## src/rtl/miriscv_data_mem_arbiter.sv

```systemverilog
// ---------------------------------------------------------------------------
// miriscv_data_mem_arbiter
//
// Shares the single data memory port between two masters:
//   port 0 - core LSU (memory / mem-data stages)
//   port 1 - secondary master (debug / DMA)
//
// Round-robin arbitration with one transaction in flight at a time. The
// winner's request fields are captured in IDLE and replayed on data_* in REQ
// until memory grants. The response is routed back to the owning port. A
// watchdog forces an error response if memory never answers.
//
// Ports:
//   clk_i, rst_i            clock, synchronous active-high reset
//   mN_req/we/be/addr/wdata request from port N (held until mN_gnt_o)
//   mN_gnt_o                request accepted by memory
//   mN_rvalid/rdata/err     one-cycle response pulse to the owner
//   data_req/we/be/addr/wdata  memory request side
//   data_gnt_i, data_rvalid_i, data_rdata_i  memory handshake/response
// ---------------------------------------------------------------------------
module miriscv_data_mem_arbiter #(
    parameter int XLEN        = 32,
    parameter int RSP_TIMEOUT = 64,
    parameter int CNT_W       = 8
) (
    input  logic              clk_i,
    input  logic              rst_i,

    input  logic              m0_req_i,
    input  logic              m0_we_i,
    input  logic [XLEN/8-1:0] m0_be_i,
    input  logic [XLEN-1:0]   m0_addr_i,
    input  logic [XLEN-1:0]   m0_wdata_i,
    output logic              m0_gnt_o,
    output logic              m0_rvalid_o,
    output logic [XLEN-1:0]   m0_rdata_o,
    output logic              m0_err_o,

    input  logic              m1_req_i,
    input  logic              m1_we_i,
    input  logic [XLEN/8-1:0] m1_be_i,
    input  logic [XLEN-1:0]   m1_addr_i,
    input  logic [XLEN-1:0]   m1_wdata_i,
    output logic              m1_gnt_o,
    output logic              m1_rvalid_o,
    output logic [XLEN-1:0]   m1_rdata_o,
    output logic              m1_err_o,

    output logic              data_req_o,
    output logic              data_we_o,
    output logic [XLEN/8-1:0] data_be_o,
    output logic [XLEN-1:0]   data_addr_o,
    output logic [XLEN-1:0]   data_wdata_o,
    input  logic              data_gnt_i,
    input  logic              data_rvalid_i,
    input  logic [XLEN-1:0]   data_rdata_i
);

    typedef enum logic [1:0] {
        IDLE     = 2'd0,
        REQ      = 2'd1,
        WAIT_RSP = 2'd2
    } state_e;

    // Counter value on the last cycle of WAIT_RSP before the forced error.
    localparam logic [CNT_W-1:0] TO_LAST =
        (RSP_TIMEOUT == 0) ? '0 : CNT_W'(RSP_TIMEOUT - 1);

    state_e              state_q, state_d;
    logic                owner_q, owner_d;
    logic                last_owner_q, last_owner_d;
    logic                we_q, we_d;
    logic [XLEN/8-1:0]   be_q, be_d;
    logic [XLEN-1:0]     addr_q, addr_d;
    logic [XLEN-1:0]     wdata_q, wdata_d;
    logic [CNT_W-1:0]    cnt_q, cnt_d;

    // Response to the current owner, valid for this cycle only.
    logic                rsp_fire;
    logic                rsp_err;
    logic [XLEN-1:0]     rsp_data;
    logic                sel;

    always_comb begin
        state_d      = state_q;
        owner_d      = owner_q;
        last_owner_d = last_owner_q;
        we_d         = we_q;
        be_d         = be_q;
        addr_d       = addr_q;
        wdata_d      = wdata_q;
        cnt_d        = cnt_q;
        rsp_fire     = 1'b0;
        rsp_err      = 1'b0;
        rsp_data     = '0;
        sel          = 1'b0;

        case (state_q)
            IDLE: begin
                if (m0_req_i || m1_req_i) begin
                    // On a tie the port that did not win last time goes first.
                    sel     = (m0_req_i && m1_req_i) ? ~last_owner_q : m1_req_i;
                    owner_d = sel;
                    we_d    = sel ? m1_we_i    : m0_we_i;
                    be_d    = sel ? m1_be_i    : m0_be_i;
                    addr_d  = sel ? m1_addr_i  : m0_addr_i;
                    wdata_d = sel ? m1_wdata_i : m0_wdata_i;
                    state_d = REQ;
                end
            end
            REQ: begin
                if (data_gnt_i) begin
                    last_owner_d = owner_q;
                    if (data_rvalid_i) begin
                        // Zero-latency memory: grant and response together.
                        rsp_fire = 1'b1;
                        rsp_data = data_rdata_i;
                        state_d  = IDLE;
                    end else begin
                        cnt_d   = '0;
                        state_d = WAIT_RSP;
                    end
                end
            end
            WAIT_RSP: begin
                cnt_d = cnt_q + CNT_W'(1);
                if (data_rvalid_i) begin
                    rsp_fire = 1'b1;
                    rsp_data = data_rdata_i;
                    state_d  = IDLE;
                end else if (RSP_TIMEOUT != 0 && cnt_q == TO_LAST) begin
                    rsp_fire = 1'b1;
                    rsp_err  = 1'b1;
                    state_d  = IDLE;
                end
            end
            default: state_d = IDLE;
        endcase
    end

    always_ff @(posedge clk_i) begin
        if (rst_i) begin
            state_q      <= IDLE;
            owner_q      <= 1'b0;
            last_owner_q <= 1'b1;
            we_q         <= 1'b0;
            be_q         <= '0;
            addr_q       <= '0;
            wdata_q      <= '0;
            cnt_q        <= '0;
        end else begin
            state_q      <= state_d;
            owner_q      <= owner_d;
            last_owner_q <= last_owner_d;
            we_q         <= we_d;
            be_q         <= be_d;
            addr_q       <= addr_d;
            wdata_q      <= wdata_d;
            cnt_q        <= cnt_d;
        end
    end

    assign data_req_o   = (state_q == REQ);
    assign data_we_o    = we_q;
    assign data_be_o    = be_q;
    assign data_addr_o  = addr_q;
    assign data_wdata_o = wdata_q;

    assign m0_gnt_o    = data_req_o && data_gnt_i && !owner_q;
    assign m1_gnt_o    = data_req_o && data_gnt_i &&  owner_q;

    assign m0_rvalid_o = rsp_fire && !owner_q;
    assign m1_rvalid_o = rsp_fire &&  owner_q;
    assign m0_err_o    = rsp_err  && !owner_q;
    assign m1_err_o    = rsp_err  &&  owner_q;
    assign m0_rdata_o  = (rsp_fire && !owner_q) ? rsp_data : '0;
    assign m1_rdata_o  = (rsp_fire &&  owner_q) ? rsp_data : '0;

endmodule

```

## config.mk

```make
export PLATFORM = sky130hd
export DESIGN_NAME = miriscv_data_mem_arbiter
export DESIGN_NICKNAME = d
export VERILOG_FILES = /design/src/rtl/miriscv_data_mem_arbiter.sv
export SDC_FILE = /design/constraint.sdc
export NUM_CORES = 1
export LEC_CHECK = 0
export CORE_ASPECT_RATIO = 0.5
export CORE_MARGIN = 10
export CORE_UTILIZATION = 31
export DETAILED_ROUTE_END_ITERATION = 10
export PLACE_DENSITY = 0.81
export SLEW_MARGIN = 5
export SYNTH_ARGS = -nofsm -noshare
export SYNTH_HDL_FRONTEND = slang
export SYNTH_SLANG_ARGS = --single-unit
export TNS_END_PERCENT = 10
```

## constraint.sdc

```tcl
create_clock -name clk_i -period 1.69 [get_ports clk_i]
set_input_delay 0.338 -clock clk_i [delete_from_list [all_inputs] [get_ports clk_i]]
set_output_delay 0.338 -clock clk_i [all_outputs]
set_load 0.02 [all_outputs]
```

==> flow_summary_export.csv, run 1 <==
group,metric,value,unit
detailed_routing,via_per_inst,4.720,
detailed_routing,post_drt_wl_per_cell,18.97,um
detailed_routing,via_count,4611,
power_and_ir_drop,power_switching,2.124,mW
critical_path,rr_endpoint,"state_q[0]$_SDFFE_PP0P_",
power_and_ir_drop,totalPowerFinal,7.002,mW
status,status,"complete, but fails checks",
critical_path,worst_path_largest_cell_delay,360,ps
power_and_ir_drop,p_sw_share,30.34,%
die,io-pin-count,316,
sta,drv_slew,0,
layout,syn2layout_area_growth,106.5,%
layout,layout-drive-gt1-share,28.66,%
critical_path,cpLargestDelayFamily,"buffers and inverters",
worst_hold_path,min_path_type,"in -> reg",
sta,finalHoldViolations,0,
placement,gp_congestion,0.8167,
critical_path,path_buf_inv,4,
sta,skew,9.215,ps
sta,fin_crit,2227,ps
sta,setup_tns,-30960,ps
power_and_ir_drop,p_clk_share,30.4,%
clocking,clk_latency,330,ps
critical_path,regToRegSetupSlack,-60,ps
global_route,antenna_found_initial,1,
global_route,grt_max_degree,64,
critical_path,critPathArrivalTime,1890,ps
yosys,ys_ff_latch,81,
detailed_routing,drt_iter0_markers,114,
global_route,grt_pass1_vias,4811,
placement,place_ws,-873.5,ps
sta,worst_slack,-536.5,ps
detailed_routing,drc_errors,0,
detailed_routing,ant_nets,0,
die,initial_core_util,32.27,%
die,num_rows,29,
layout,seq_area,1634,um2
layout,utilization,66.64,%
worst_hold_path,whs_path_depth,2,
detailed_routing,routed_wl,18.54,mm
sta,max_slew_margin,73.19,%
yosys,synth_top_family_by_area,"simple AND/OR/NAND/NOR gates",
die,fp.dieH,101.9,um
layout,multi_input_area,2641,um2
clocking,cts_tree,"yes",
clocking,htreeDepth,3,
die,fp.dieW,183.8,um
sta,period_share,131.7,%
critical_path,reg2reg_depth,8,
sta,worstMarginPinSlew,402.2,ps
global_route,grt_pass1_wl,27.16,mm
power_and_ir_drop,leakage,3.580,nW
critical_path,cp-end-kind,"output port",
power_and_ir_drop,p_int,4.878,mW
clocking,cts.clk_slew.worst_paths,60,ps
critical_path,worstSetupStartpointType,"register",
die,die_area,18720,um2
critical_path,crit_chain,"inv_4, ha_4, a21o_1, nand2_2, nor3b_4, buf_4, buf_12, and2_2, buf_6",
power_and_ir_drop,p_per_area,815.7,nW/um2
status,violations,"negative setup slack",
yosys,yosysSeqAreaShare,39.01,%
sta,rsz0062_at_grt,"yes",
placement,hpwl,14.87,mm
yosys,synth_compound_area_share,15.86,%
power_and_ir_drop,p_comb_share,36.4,%
yosys,synthMuxAreaShare,16.86,%
clocking,cts_root_buffer,"clkbuf_16",
yosys,ys_warn_count,0,
clocking,cts_max_path_buffers,2,
worst_hold_path,hp-start,"rst_i",
worst_hold_path,min_delay_worst_endpoint,"data_wdata_o[28]$_SDFFE_PP0P_",
critical_path,required,1350,ps
global_route,gr-total-overflow,0,
yosys,synthCells,466,
layout,fin_nets,982,
placement,numPortBuffers,315,
yosys,synthSimpleGateAreaFrac,21.07,%
detailed_routing,first_pass_iters,5,
flow_run,cap_violations,0,
yosys,synth_area_per_cell,8.919,um2
die,design.core.area,12880,um2
critical_path,r2r-start,"state_q[0]$_SDFFE_PP0P_",
sta,fmax,449.1,MHz
power_and_ir_drop,seqPwrFrac,33.2,%
yosys,syn_nets,646,
critical_path,criticalPathCategory,"reg -> out",
clocking,cts_made_buffers,9,
yosys,synthXorXnorAreaFrac,1.264,%
critical_path,crit_path_top_delay_cell,"dfxtp_4",
global_route,grt.total_usage,18.17,%
sta,finalSetupViolations,73,
yosys,synthAdderAreaFrac,1.204,%
yosys,netlist_area,4156,um2
power_and_ir_drop,vdd_drop_max,626.5,uV
clocking,clock-sinks,81,
layout,nFillCells,1028,
yosys,synth_cell_types,34,
critical_path,crit_fanout,16,
final cells by class:
class,instances,share of cell area [%]
Antenna cell,1,0.02915
Clock buffer,11,2.944
Clock inverter,4,0.8599
Inverter,4,0.2041
Multi-Input combinational cell,341,30.77
Sequential cell,81,19.04
Tap cell,170,2.478
Timing Repair Buffer,365,43.68
power groups by stage:
stage	registers, mW	clock network [mW]	logic (mW)
after floorplan	2.69	0	0.846
after global placement	2.35	0	2.46
after detailed placement	2.37	0	2.50
after CTS	2.32	2.18	2.53
after global routing	2.36	2.23	2.73
final	2.33	2.13	2.55
metal layers:
| layer | routed length [um] | up-vias | GRT usage, % |
|---|---|---|---|
| li1 | - | 2335 | - |
| met4 | 295 | 0 | 5.128 |
| met5 | 0 | - | 0 |
| met2 | 10050 | 154 | 35.71 |
| met1 | 7059 | 2104 | 18.86 |
| met3 | 1130 | 18 | 4.851 |
kinds of logic after synthesis:
| family | count (synthesis) |
|---|---|
| DFF | 81 |
| and+or+nand+nor | 173 |
| AOI/OAI and AO/OA | 88 |
| muxes | 70 |
| xor gates and xnor gates | 6 |
| adders and majority gates | 4 |
| buffers and inverters | 44 |
state kept, by name (all words and copies together), names as in the netlist:
name / flops
data_be_o: 4
state_q: 2
data_we_o: 1
data_addr_o: 32
last_owner_q: 1
cnt_q: 8
data_wdata_o: 32
owner_q: 1
timing repair:
| action | CTS | global route |
|---|---|---|
| setup buffers | 3 | 2 |
| pin swaps | 5 | 21 |
| resized for setup | 418 | 70 |
| setup endpoints to repair | 74 | 139 |
| cloned | 2 | 1 |
| hold buffers | 0 | 0 |
layout by cell type (no fill, tap or decap), types with 3 or more instances in the layout:
cell / instances
clkdlybuf4s50_1: 240
nor2_1: 83
dfxtp_1: 73
mux2i_1: 69
a211oi_1: 67
buf_6: 67
and2_4: 45
buf_4: 41
and2_2: 17
clkbuf_16: 10
buf_12: 9
dfxtp_2: 7
xor2_1: 6
nand2_1: 5
ha_4: 4
and2_1: 3
o31ai_1: 3
nor2b_1: 3
o211ai_1: 3
buf_2: 3
dlymetal6s2s_1: 3
Yosys cell counts, drive strengths merged:
cell type  instances  area share, %
a21oi              2           0.24
xor2               6            1.3
o21ai              2           0.24
nor2b              5           0.75
clkbuf            26            2.3
a211oi            69             12
buf               14            2.0
and2              65            9.8
mux2i             70             17
dfxtp             81             39
o31ai              3           0.54
nand2b             1           0.15
inv                4           0.36
and3b              1           0.21
a21o               2           0.36
ha                 4            1.2
nor4               1           0.15
nor2              84            7.6
o41a               1           0.27
o2111ai            2           0.42
o211a              1           0.24
nor3b              2           0.36
o22ai              1           0.15
nand4              1           0.30
a21boi             1           0.18
nand2              6           0.54
a211o              1           0.21
or4                2           0.36
and4               1           0.24
and3               4           0.63
o211ai             3           0.54
worst max-delay path by stage:
| stage | from | endpoint | cells past startpoint |
|---|---|---|---|
| 2_1_floorplan | state_q[1]$_SDFFE_PP0P_ | m0_rdata_o[11] | 7 |
| 3_3_place_gp | data_gnt_i | m1_rdata_o[3] | 7 |
| 3_5_place_dp | data_gnt_i | m0_rdata_o[5] | 7 |
| 4_1_cts | state_q[0]$_SDFFE_PP0P_ | m0_rdata_o[13] | 9 |
| 5_1_grt | state_q[1]$_SDFFE_PP0P_ | m0_rdata_o[25] | 9 |
| 6_report | state_q[1]$_SDFFE_PP0P_ | m0_rdata_o[27] | 9 |
per-stage QoR:
step	cells	cell area [um2]	hold slack [ps]
final	977	8584	445.0
after global routing	977	8584	458.0
after CTS	974	8407	422.3
after detailed placement	954	7919	489.9
after global placement	954	7919	484.7
after floorplan	466	4308	430.9
Power figures use the tool's default switching activity.
==> inputs of run 2 (changes only) <==
--- a/config.mk
+++ b/config.mk
@@ -7,9 +7,9 @@
 export LEC_CHECK = 0
 export CORE_ASPECT_RATIO = 0.5
 export CORE_MARGIN = 10
-export CORE_UTILIZATION = 31
+export CORE_UTILIZATION = 30
 export DETAILED_ROUTE_END_ITERATION = 10
-export PLACE_DENSITY = 0.81
+export PLACE_DENSITY = 0.79
 export SLEW_MARGIN = 5
 export SYNTH_ARGS = -nofsm -noshare
 export SYNTH_HDL_FRONTEND = slang
==> run 2 against run 1 <==
Compared with the run above:
- via count decreased by 0.33%
- flip-flop and latch count unchanged
- combinational power about the same
- clock skew increased by 0.70 ps
- non-clock buffer count increased by 1
- first-iteration DRC count increased by 15%
- sequential share of layout area increased by 0.26 points
- the run still ends with negative setup slack left
- maximum frequency increased by 2.3%
- clock-buffer cell count decreased by 2
==> flow_summary_export.csv, run 2 (same netlist as run 1, synthesis figures left out) <==
group,metric,value,unit
layout,nFillCells,1121,
layout,layout-drive-gt1-share,28.34,%
sta,period_share,128.8,%
worst_hold_path,whs_path_depth,2,
sta,worstMarginPinSlew,528.0,ps
critical_path,critPathArrivalTime,1840,ps
placement,gp_congestion,0.8334,
sta,fin_hold_ws,277.2,ps
clocking,cts_root_buffer,"clkbuf_16",
detailed_routing,drc_errors,0,
placement,hpwl,14.65,mm
die,fp.dieH,103.2,um
critical_path,worstSetupStartpointType,"register",
sta,max_slew_margin,64.80,%
detailed_routing,drt_iter0_markers,131,
global_route,grt_pass1_wl,26.10,mm
power_and_ir_drop,p_per_area,803.9,nW/um2
clocking,cts_max_path_buffers,2,
die,die_area,19250,um2
die,fp.dieW,186.5,um
detailed_routing,via_count,4596,
power_and_ir_drop,totalPowerFinal,6.807,mW
layout,final_common_cell,"clkdlybuf4s50_1",
die,io-pin-count,316,
worst_hold_path,min_path_type,"in -> reg",
layout,fin_nets,983,
clocking,htreeDepth,3,
global_route,antenna_found_initial,1,
layout,final_area,8467,um2
global_route,gr-total-overflow,0,
global_route,grt_pass1_vias,4679,
detailed_routing,post_drt_wl_per_cell,17.80,um
layout,utilization,62.48,%
critical_path,reg2reg_depth,8,
power_and_ir_drop,vdd_drop_max,535.3,uV
sta,fmax,459.3,MHz
die,initial_core_util,30.67,%
detailed_routing,via_per_inst,4.596,
critical_path,cp-end-kind,"output port",
sta,drv_slew,0,
layout,final_cell_mix,"clkdlybuf4s50_1 (240), nor2_1 (82), dfxtp_1 (73)",
critical_path,required,1350,ps
clocking,cts_tree,"yes",
flow_run,cap_violations,0,
detailed_routing,first_pass_iters,4,
clocking,cts_made_buffers,9,
die,num_rows,30,
placement,numPlacedInstances,981,
status,status,"complete, but fails checks",
clocking,clock-sinks,81,
layout,syn2layout_area_growth,103.7,%
power_and_ir_drop,leakage,3.542,nW
global_route,grt.total_usage,16.96,%
placement,place_area,7971,um2
sta,skew,9.913,ps
sta,worst_slack,-487.5,ps
die,design.core.area,13550,um2
sta,finalHoldViolations,0,
global_route,grt_max_degree,61,
layout,stdcell_count,1000,
critical_path,crit_fanout,8,
placement,place_ws,-858.5,ps
sta,setup_tns,-27360,ps
detailed_routing,ant_nets,0,
critical_path,criticalPathCategory,"reg -> out",
sta,fin_crit,2177,ps
clocking,clk_latency,330,ps
status,violations,"negative setup slack",
sta,finalSetupViolations,72,
layout,antennaDiodeCount,0,
clocking,cts.clk_slew.worst_paths,60,ps
placement,numPortBuffers,315,
detailed_routing,routed_wl,17.80,mm
sta,rsz0062_at_grt,"yes",
[run 2: layout make-up]
| type | instances | area, um2 | area share (%) |
|---|---|---|---|
| Clock buffer | 9 | 225.2 | 2.660 |
| Clock inverter | 7 | 78.83 | 0.9310 |
| Inverter | 4 | 17.52 | 0.2069 |
| Multi-Input combinational cell | 341 | 2569 | 30.34 |
| Sequential cell | 81 | 1634 | 19.30 |
| Tap cell | 192 | 240.2 | 2.837 |
| Timing Repair Buffer | 366 | 3702 | 43.73 |
[run 2: path summary, 6_finish.rpt]
path | startpoint | endpoint | slack, ps
max | state_q[0]$_SDFFE_PP0P_ | m0_rdata_o[15] | -490
max reg2reg | state_q[0]$_SDFFE_PP0P_ | state_q[1]$_SDFFE_PP0P_ | -100
min | rst_i | owner_q$_SDFFE_PP0P_ | 280
min reg2reg | data_be_o[3]$_SDFFE_PP0P_ | data_be_o[3]$_SDFFE_PP0P_ | 500
[run 2: worst max-delay path, stage by stage (launching register included)]
cell       delay [ps]
dfxtp_2           350
buf_6             100
ha_4              120
a21o_1            120
nand2_2            70
nor3b_4           220
buf_6             150
clkbuf_16         140
and2_4            140
buf_6             110
[run 2: layer usage]
metal  up-vias  routed length, um  GRT usage (%)
li1       2322                  -              -
met1      2140               6914          18.12
met2       121               9949          33.86
met3        13                754          4.183
met4         0                180          3.262
met5         -                  0              0
[run 2: what timing repair did]
action,4_1_cts,5_1_grt
pin swaps,4,18
gates cloned,1,1
gates resized for setup,377,81
setup buffers,2,0
hold buffers,0,0
setup endpoints to repair,77,120
[run 2: where the power goes]
| part | leakage [nW] | internal (mW) | switching [mW] |
|---|---|---|---|
| Sequential | 0.676 | 2.19 | 0.138 |
| Clock | 0.144 | 1.16 | 0.809 |
| Combinational | 2.72 | 1.31 | 1.20 |
